**config.mk**
```make
export PLATFORM = sky130hd
export DESIGN_NAME = segment_scan_decoder
export DESIGN_NICKNAME = d
export VERILOG_FILES = /design/src/rtl/seg_pkg.sv /design/src/rtl/segment_decode.sv /design/src/rtl/segment_scan_decoder.sv
export SDC_FILE = /design/constraint.sdc
export NUM_CORES = 1
export LEC_CHECK = 0
export BUFFER_PORTS_ARGS = -buffer_cell sky130_fd_sc_hd__buf_2
export CAP_MARGIN = 20
export CORE_ASPECT_RATIO = 2
export CORE_MARGIN = 10
export CORE_UTILIZATION = 47
export CTS_BUF_LIST = sky130_fd_sc_hd__clkbuf_4
export CTS_CLUSTER_DIAMETER = 40
export CTS_CLUSTER_SIZE = 14
export DETAILED_ROUTE_END_ITERATION = 10
export GPL_TIMING_DRIVEN = 1
export PLACE_DENSITY = 0.67
export RECOVER_POWER = 100
export SYNTH_ARGS = -nofsm -noshare
export SYNTH_HDL_FRONTEND = slang
export SYNTH_SLANG_ARGS = --single-unit
```
**constraint.sdc**
```tcl
create_clock -name clock -period 12.6 [get_ports clock]
set_input_delay 2.52 -clock clock [delete_from_list [all_inputs] [get_ports clock]]
set_output_delay 2.52 -clock clock [all_outputs]
set_load 0.005 [all_outputs]
```
**src/rtl/seg_pkg.sv**
```systemverilog
// Shared constants for 7-segment scan monitors: segment codes, digit selects, causes, states.
package seg_pkg;

  localparam logic [6:0] SEG_0 = 7'h3F;
  localparam logic [6:0] SEG_1 = 7'h06;
  localparam logic [6:0] SEG_2 = 7'h5B;
  localparam logic [6:0] SEG_3 = 7'h4F;
  localparam logic [6:0] SEG_4 = 7'h66;
  localparam logic [6:0] SEG_5 = 7'h6D;
  localparam logic [6:0] SEG_6 = 7'h7D;
  localparam logic [6:0] SEG_7 = 7'h07;
  localparam logic [6:0] SEG_8 = 7'h7F;
  localparam logic [6:0] SEG_9 = 7'h6F;

  localparam logic [3:0] SEL_IDX0  = 4'b1110;
  localparam logic [3:0] SEL_IDX1  = 4'b1101;
  localparam logic [3:0] SEL_IDX2  = 4'b1011;
  localparam logic [3:0] SEL_IDX3  = 4'b0111;
  localparam logic [3:0] SEL_BLANK = 4'b1111;

  typedef enum logic [2:0] {
    ERR_NONE    = 3'd0,
    ERR_MULTI   = 3'd1,
    ERR_BADCODE = 3'd2,
    ERR_ORDER   = 3'd3,
    ERR_RANGE   = 3'd4,
    ERR_TIMEOUT = 3'd5
  } err_cause_t;

  typedef enum logic {
    HUNT    = 1'b0,
    COLLECT = 1'b1
  } state_t;

endpackage

```
**src/rtl/segment_decode.sv**
```systemverilog
// Combinational 7-segment code to BCD digit; valid=0 for any non-digit pattern.
module segment_decode
  import seg_pkg::*;
(
  input  logic [6:0] code,
  output logic       valid,
  output logic [3:0] digit
);

  always_comb begin
    valid = 1'b1;
    digit = 4'd0;
    case (code)
      SEG_0:   digit = 4'd0;
      SEG_1:   digit = 4'd1;
      SEG_2:   digit = 4'd2;
      SEG_3:   digit = 4'd3;
      SEG_4:   digit = 4'd4;
      SEG_5:   digit = 4'd5;
      SEG_6:   digit = 4'd6;
      SEG_7:   digit = 4'd7;
      SEG_8:   digit = 4'd8;
      SEG_9:   digit = 4'd9;
      default: valid = 1'b0;
    endcase
  end

endmodule

```
**src/rtl/segment_scan_decoder.sv**
```systemverilog
// Rebuilds {hi,lo} 6-bit fields from a scanned 4-digit 7-segment bus; outputs registered,
// one edge of latency after the final digit; no backpressure, the bus is sampled on sample_en.
module segment_scan_decoder
  import seg_pkg::*;
#(
  parameter int TIMEOUT_SAMPLES = 16,
  parameter int ERR_CNT_W       = 8
) (
  input  logic                 clock,
  input  logic                 reset,
  input  logic                 sample_en,
  input  logic [3:0]           bytee,
  input  logic [6:0]           segment,
  output logic [11:0]          data_out,
  output logic                 data_valid,
  output logic                 frame_error,
  output logic [2:0]           err_cause,
  output logic [ERR_CNT_W-1:0] err_count
);

  localparam int CNT_W = $clog2(TIMEOUT_SAMPLES + 1);

  state_t         state;
  err_cause_t     cause_q;
  logic [CNT_W-1:0] tmo_cnt;
  logic [1:0]     exp_idx;
  logic [3:0]     lo_u, lo_t, hi_u;

  logic           code_vld;
  logic [3:0]     digit;
  logic           sel_one, sel_multi;
  logic [1:0]     sel_idx;
  logic [1:0]     last_idx;
  logic           same, prog, ooo;
  logic [3:0]     units;
  logic [6:0]     field, lo_field;
  logic           range_bad;
  logic [CNT_W-1:0] cnt_next;
  err_cause_t     col_err;

  segment_decode u_dec (
    .code  (segment),
    .valid (code_vld),
    .digit (digit)
  );

  always_comb begin
    sel_one   = 1'b0;
    sel_multi = 1'b0;
    sel_idx   = 2'd0;
    case (bytee)
      SEL_IDX0:  begin sel_one = 1'b1; sel_idx = 2'd0; end
      SEL_IDX1:  begin sel_one = 1'b1; sel_idx = 2'd1; end
      SEL_IDX2:  begin sel_one = 1'b1; sel_idx = 2'd2; end
      SEL_IDX3:  begin sel_one = 1'b1; sel_idx = 2'd3; end
      SEL_BLANK: sel_one = 1'b0;
      default:   sel_multi = 1'b1;
    endcase
  end

  // Tens digits sit on odd indices; their units partner is the digit just below.
  always_comb begin
    last_idx  = exp_idx - 2'd1;
    same      = sel_one && (sel_idx == last_idx);
    prog      = sel_one && (sel_idx == exp_idx);
    ooo       = sel_one && !same && !prog;
    units     = (sel_idx == 2'd1) ? lo_u : hi_u;
    field     = {3'b000, digit} * 7'd10 + {3'b000, units};
    lo_field  = {3'b000, lo_t} * 7'd10 + {3'b000, lo_u};
    range_bad = (digit > 4'd6) || (field > 7'd63);
    cnt_next  = tmo_cnt + CNT_W'(1);

    col_err = ERR_NONE;
    if (sel_multi)
      col_err = ERR_MULTI;
    else if (sel_one && !code_vld)
      col_err = ERR_BADCODE;
    else if (ooo)
      col_err = ERR_ORDER;
    else if ((same || prog) && sel_idx[0] && range_bad)
      col_err = ERR_RANGE;
    else if (!prog && (cnt_next == CNT_W'(TIMEOUT_SAMPLES)))
      col_err = ERR_TIMEOUT;
  end

  always_ff @(posedge clock) begin
    if (reset) begin
      state       <= HUNT;
      cause_q     <= ERR_NONE;
      tmo_cnt     <= '0;
      exp_idx     <= 2'd1;
      lo_u        <= '0;
      lo_t        <= '0;
      hi_u        <= '0;
      data_out    <= '0;
      data_valid  <= 1'b0;
      frame_error <= 1'b0;
      err_count   <= '0;
    end else begin
      data_valid  <= 1'b0;
      frame_error <= 1'b0;
      if (sample_en) begin
        case (state)
          HUNT: begin
            if (sel_one && code_vld && (sel_idx == 2'd0)) begin
              lo_u    <= digit;
              exp_idx <= 2'd1;
              tmo_cnt <= '0;
              state   <= COLLECT;
            end
          end
          COLLECT: begin
            if (col_err != ERR_NONE) begin
              frame_error <= 1'b1;
              cause_q     <= col_err;
              tmo_cnt     <= '0;
              if (err_count != '1)
                err_count <= err_count + ERR_CNT_W'(1);
              // An early idx0 means the scan wrapped: resync on it rather than hunt.
              if ((col_err == ERR_ORDER) && (sel_idx == 2'd0)) begin
                lo_u    <= digit;
                exp_idx <= 2'd1;
              end else begin
                state <= HUNT;
              end
            end else if (sel_one) begin
              case (sel_idx)
                2'd0:    lo_u <= digit;
                2'd1:    lo_t <= digit;
                2'd2:    hi_u <= digit;
                default: ;
              endcase
              if (prog) begin
                tmo_cnt <= '0;
                exp_idx <= exp_idx + 2'd1;
                if (sel_idx == 2'd3) begin
                  data_out   <= {field[5:0], lo_field[5:0]};
                  data_valid <= 1'b1;
                  state      <= HUNT;
                end
              end else begin
                tmo_cnt <= cnt_next;
              end
            end else begin
              tmo_cnt <= cnt_next;
            end
          end
          default: state <= HUNT;
        endcase
      end
    end
  end

  assign err_cause = cause_q;

endmodule

```
-- Yosys cells after proc, flatten, opt, wreduce, memory -nomap -nowiden
Index checks and enable logic that the tools add are counted.
- bits in registers: 45
- input port bits: 14
- output and inout bits: 25
- logic and storage cells: 121
- add/sub/neg operators: 6
- $mul: 2
- order comparisons: 2
- eq/ne operators: 28
- mux-type cells: 36
- bitwise gates (word level): 5
- reduce and logical (&&, ||, !) cells: 31
- operators with widths (operator ; number):
    == test 7 bit (second input constant) ; 7
    one-hot mux 4 bit (9 select lines) ; 1
    2-to-1 mux 4 bit ; 6
    2-to-1 mux 5 bit ; 4
    AND reduction 5 bit ; 4
    == test 4 bit (second input constant) ; 4
    2-to-1 mux 3 bit ; 5
    == test 7 x 3 -> 1 bit (second input constant) ; 2
    logical AND 1 bit ; 11
    2-to-1 mux 1 bit ; 10
    2-to-1 mux 2 bit ; 5
    one-hot mux 5 bit (2 select lines) ; 1
    OR reduction 10 bit ; 1
    inequality test 3 x 1 -> 1 bit (second input constant) ; 3
    adder 8 x 1 -> 8 bit (second input constant) ; 1
    inequality test 8 bit (second input constant) ; 1
    one-hot mux 4 bit (2 select lines) ; 1
    adder 7 x 4 -> 7 bit ; 1
    == test 7 x 6 -> 1 bit (second input constant) ; 1
    > comparator 7 x 6 -> 1 bit (second input constant) ; 1
    adder 6 x 4 -> 6 bit ; 1
    multiplier 4 x 3 -> 6 bit (second input constant) ; 1
    one-hot mux 2 bit (3 select lines) ; 1
    AND reduction 6 bit ; 1
    27 further kinds ; 36

-- Depth between registers and ports, before layout
- word-level depth: 17
- depth in mapped cells: 15
- mapped depth without buffers: 12

-- Hierarchy
A second synthesis with hierarchy kept.
- cell total of the unflattened synthesis: 326
- area total of the unflattened synthesis: 2889.0 µm²
- by module, submodules not included (module ; instances ; cells each ; area each (µm²) ; seq. area each (µm²)):
    segment_scan_decoder ; 1 ; 300 ; 2698.8 ; 900.9
    segment_decode ; 1 ; 26 ; 190.2 ; 0.0

-- Least setup slack after synthesis
OpenSTA, ideal clock, no wires.
- path kind: input-to-reg
- start point: input port segment[2]
- end point: register err_count[6]
- setup time: 0.123 ns
- arrival: 5.738 ns
- required time: 12.477 ns
- path slack: 6.739 ns
- stages: 13
- path buffers: 1
- cell sequence: and3b_1 -> o211ai_1 -> nand2_1 -> ha_1 -> ha_1 -> fa_1 -> o2111ai_1 -> xor2_1 -> a311oi_2 -> a211oi_2 -> buf_2 -> nor4b_2 -> mux2_1
- cells in the longest elaborated chain, start to end: 13
- elaborated cells between the ends (all ways): 27
- those cells by class: add/sub (1); mul (1); order compare (2); eq/ne (10); mux (6); reduce/logical (7)
- ends and longest elaborated chain (item ; RTL line ; source):
    from (decl) ; segment_scan_decoder.sv:13 ; input logic [6:0] segment,
    == test 7 bit or == test 7 x 3 -> 1 bit (tied branches) ; segment_decode.sv:13 ; case (code)
    one-hot mux 4 bit (9 select lines) (*) ; segment_decode.sv:13 ;
    via digit[1] ; segment_scan_decoder.sv:30 ; logic [3:0] digit;
    multiplier 4 x 3 -> 6 bit ; segment_scan_decoder.sv:68 ; field = {3'b000, digit} * 7'd10 + {3'b000, units};
    adder 7 x 4 -> 7 bit ; segment_scan_decoder.sv:68 ;
    > comparator 7 x 6 -> 1 bit ; segment_scan_decoder.sv:70 ; range_bad = (digit > 4'd6) || (field > 7'd63);
    logical OR 1 bit (*) ; segment_scan_decoder.sv:70 ;
    logical AND 1 bit (*) ; segment_scan_decoder.sv:80 ; else if ((same || prog) && sel_idx[0] && range_bad)
    2-to-1 mux 3 bit (*) ; segment_scan_decoder.sv:80 ;
    2-to-1 mux 3 bit (*) ; segment_scan_decoder.sv:78 ; else if (ooo)
    2-to-1 mux 3 bit (*) ; segment_scan_decoder.sv:76 ; else if (sel_one && !code_vld)
    2-to-1 mux 3 bit (*) ; segment_scan_decoder.sv:74 ; if (sel_multi)
    nonzero test 3 bit (*) ; segment_scan_decoder.sv:113 ; if (col_err != ERR_NONE) begin
    AND reduction 4 bit (no line) (*) ; - ;
    to (signal assigned) ; segment_scan_decoder.sv:118 ; err_count <= err_count + ERR_CNT_W'(1);
    to (decl) ; segment_scan_decoder.sv:18 ; output logic [ERR_CNT_W-1:0] err_count
The timed path passes the listed nets; every way through them passes the cells marked *.
A chain may end at the register's enable or synchronous reset.

-- Worst setup path after layout
- start point: input port segment[3]
- end point: register data_out[9]
- cells in the longest elaborated chain, start to end: 14
- elaborated cells between the ends (all ways): 28
- those cells by class: add/sub (1); mul (1); order compare (2); eq/ne (10); mux (6); bitwise (1); reduce/logical (7)
- ends and longest elaborated chain (item ; RTL line ; source):
    == test 7 bit or == test 7 x 3 -> 1 bit (tied branches) ; segment_decode.sv:13 ;
    one-hot mux 4 bit (9 select lines) (*) ; segment_decode.sv:13 ;
    via digit[2] ; segment_scan_decoder.sv:30 ;
    multiplier 4 x 3 -> 6 bit ; segment_scan_decoder.sv:68 ;
    adder 7 x 4 -> 7 bit ; segment_scan_decoder.sv:68 ;
    > comparator 7 x 6 -> 1 bit ; segment_scan_decoder.sv:70 ;
    logical OR 1 bit ; segment_scan_decoder.sv:70 ;
    logical AND 1 bit ; segment_scan_decoder.sv:80 ;
    2-to-1 mux 3 bit ; segment_scan_decoder.sv:80 ;
    2-to-1 mux 3 bit ; segment_scan_decoder.sv:78 ;
    2-to-1 mux 3 bit ; segment_scan_decoder.sv:76 ;
    2-to-1 mux 3 bit ; segment_scan_decoder.sv:74 ;
    nonzero test 3 bit ; segment_scan_decoder.sv:113 ;
    inverter 1 bit (no line) ; - ;
    AND reduction 6 bit (no line) ; - ;
    to (signal assigned) ; segment_scan_decoder.sv:137 ; data_out <= {field[5:0], lo_field[5:0]};
    to (decl) ; segment_scan_decoder.sv:14 ; output logic [11:0] data_out,
Marks and branches as above.

==> summary.txt <==
area leader, netlist -> dfxtp_1
Die Area -> 10300 um2
1st-pass router iterations -> 6
Syn Area/Cell -> 8.38 um2
row count -> 41
worst-margin pin slew -> 1.84 ns
CP Data Arrival Time -> 7.79 ns
Min Hold Slack -> 0.479 ns
largest fanout on the critical path -> 20
Pins Over Slew Limit -> 7
failing checks -> capacitance limit, slew limit
GRT overflow -> 0
reg2reg setup slack -> 8.00 ns
clk_skew -> 0.0136 ns
largest net degree at the start of global routing -> 44
Top FF cell, synth -> dfxtp_1
Iter 0 DRT Violations -> 220
Placer Congestion -> 0.864
min-delay worst type -> reg -> reg
core footprint -> 6310 um2
Slew Limit Headroom -> -25.6%
DR vias/cell -> 5.95
ANT cells -> 0
top-count cell post-synth -> dfxtp_1
CP Class -> in -> reg
first-pass GRT wire length -> 13.2 mm
final WL -> 7.87 mm
clock sinks -> 45
starting density of the core -> 48.5%
YS warnings -> 0
Async SR Flop Fraction -> 0%
synthesized instance count -> 365
unrepaired setup endpoints after global routing -> no
I/O Buffers -> 38
final setup vio count -> 0
Die Span X -> 77.0 um
Power per Cell Area -> 78.9 nW/um2
Vias -> 2840
number of enable flip-flop cells after synthesis -> 0
initial antenna violation count -> 0
Net Count, Synth -> 397
f_max -> 133 MHz
Routed Antenna Nets -> 0
crit path time final -> 7.51 ns
Placed Instances -> 469
vias in the first global route -> 2738
max-cap violations -> 1
post_cts resized -> 0
clk slew on worst S/H paths -> 0.13 ns
cts hold-fix bufs -> 0
Syn-to-layout area delta -> 5.93%
fin cells -> 477
WL/cell -> 16.5 um
final core utilization -> 51.4%
Setup crit end kind -> flop
Top Ports -> 39
Clock Latency Late Sink -> 0.36 ns
CTS root buf -> clkbuf_4
share of cells above drive strength 1 -> 8.95%
CTS tree -> built
post-CTS setup buffers -> 0
top cells by area, synth -> dfxtp_1 29%, ha_1 6.1%, a21oi_1 5.2%
top cell type's share of synthesized area -> 29.4%
# DRC -> 0
fin nets -> 422
status -> finished with violations
HPWL after DPL -> 5.94 mm
die height -> 134 um
Fin. Hold Viols -> 0
gr usage total -> 15.1%
Startpoint Class -> primary input
mapped cell area -> 3060 um2
leakage power total -> 1.21 nW
synth unique cells -> 70
ratio of final minimum period to clock period -> 59.6%
Req. time, crit path -> 12.88 ns
clk buf depth -> 2
worst vdd ir -> 0.0000945 V
synth cell count leaders -> 45 x dfxtp_1, 32 x a21oi_1, 29 x nand3_1, 27 x o21ai_0, 23 x nand2_1
H-Tree Depth -> 2
Setup TNS -> 0 ns
# fillers -> 656
flops & latches, synth -> 45
sequential area share after synthesis -> 29.4%
CTS buffer count -> 5
routing by layer:
layer / vias to the layer above / routed length (um) / share of wire (%) / GRT usage [%]
met5: - / 0 / 0 / 0
met4: 0 / 170 / 2.2 / 4.69
met3: 14 / 260 / 3.3 / 2.68
met2: 56 / 4480 / 57 / 29.5
met1: 1351 / 2960 / 38 / 15.6
li1: 1419 / - / - / -
where the power goes:
group | internal [mW] | switching, mW | leakage [nW]
combinational | 0.00728 | 0.0158 | 0.802
clock | 0.0435 | 0.0467 | 0.0433
sequential | 0.142 | 0.0000510 | 0.362
registers in the layout (all words and copies together), names as in the netlist, 2 cells and up:
signal and cells:
err_count 8, tmo_cnt 5, lo_t 4, data_out 12, exp_idx 2, err_cause 3
lo_u 4, hi_u 4
layout by cell type (no fill, tap or decap), types with 3 or more instances in the layout:
master    instances
dfxtp_1          45
a21oi_1          33
nand3_1          29
o21ai_0          27
nand2_1          23
nor2_1           20
buf_2            19
clkbuf_1         19
ha_1             15
inv_1            12
xnor2_1          10
nor3_1           10
a311oi_1          8
a31oi_1           7
nor2b_1           6
clkbuf_4          6
o211ai_1          5
and2_1            5
mux2i_1           5
nor3b_1           4
nand4_1           4
or3_1             4
nand2b_1          4
a21o_1            4
xor2_1            4
nand3b_1          3
and4_1            3
o31ai_1           3
mux2_2            3
fa_1              3
path summary, 6_finish.rpt:
check	depth (start not counted)	end	start
max	14	data_out[9]	segment[3]
min	2	data_out[7]	data_out[7]
max reg2reg	11	data_out[9]	lo_u[2]
min reg2reg	2	data_out[7]	data_out[7]
stage by stage:
stage	area, um2	setup WS, ns	power [mW]
after floorplan	3060	6.74	0.162
after global placement	3250	5.99	0.169
after detailed placement	3260	6.04	0.169
after CTS	3340	6.45	0.258
after global routing	3240	4.49	0.264
final	3240	5.09	0.256
area by class of cell:
| cell class | instances | area (um2) | area share (%) |
|---|---|---|---|
| sequential | 45 | 901 | 27.8 |
| multi-input combinational | 284 | 1920 | 59.3 |
| inverter | 13 | 48.8 | 1.51 |
| clock inverter | 2 | 33.8 | 1.04 |
| clock buffer | 6 | 45.0 | 1.39 |
| timing repair buffer | 41 | 181 | 5.60 |
| tap | 86 | 108 | 3.32 |
kinds of logic (layout without fill, tap and decap cells):
kind of cell               after synthesis  in the layout  share of synthesized area [%]
DFF                                     45             45                           29.4
buffers and inverters                   36             62                           5.56
and+or+nand+nor                        129            129                           23.8
muxes                                    9              9                           3.11
xor gates and xnor gates                14             14                           4.01
adders and majority gates               18             18                           8.10
AOI/OAI and AO/OA                      114            114                           25.9
critical path, stage by stage:
cell	delay, ns
clkbuf_1	0.14
nor4b_1	0.39
a31oi_1	0.07
o21ai_0	0.61
ha_1	0.29
ha_1	0.16
fa_1	0.45
o2111ai_1	0.13
xor2_1	0.16
a311oi_1	0.21
a2111oi_0	1.52
clkbuf_1	0.67
a21oi_1	0.16
a311oi_1	0.29
(Power assumes the default switching activity.)
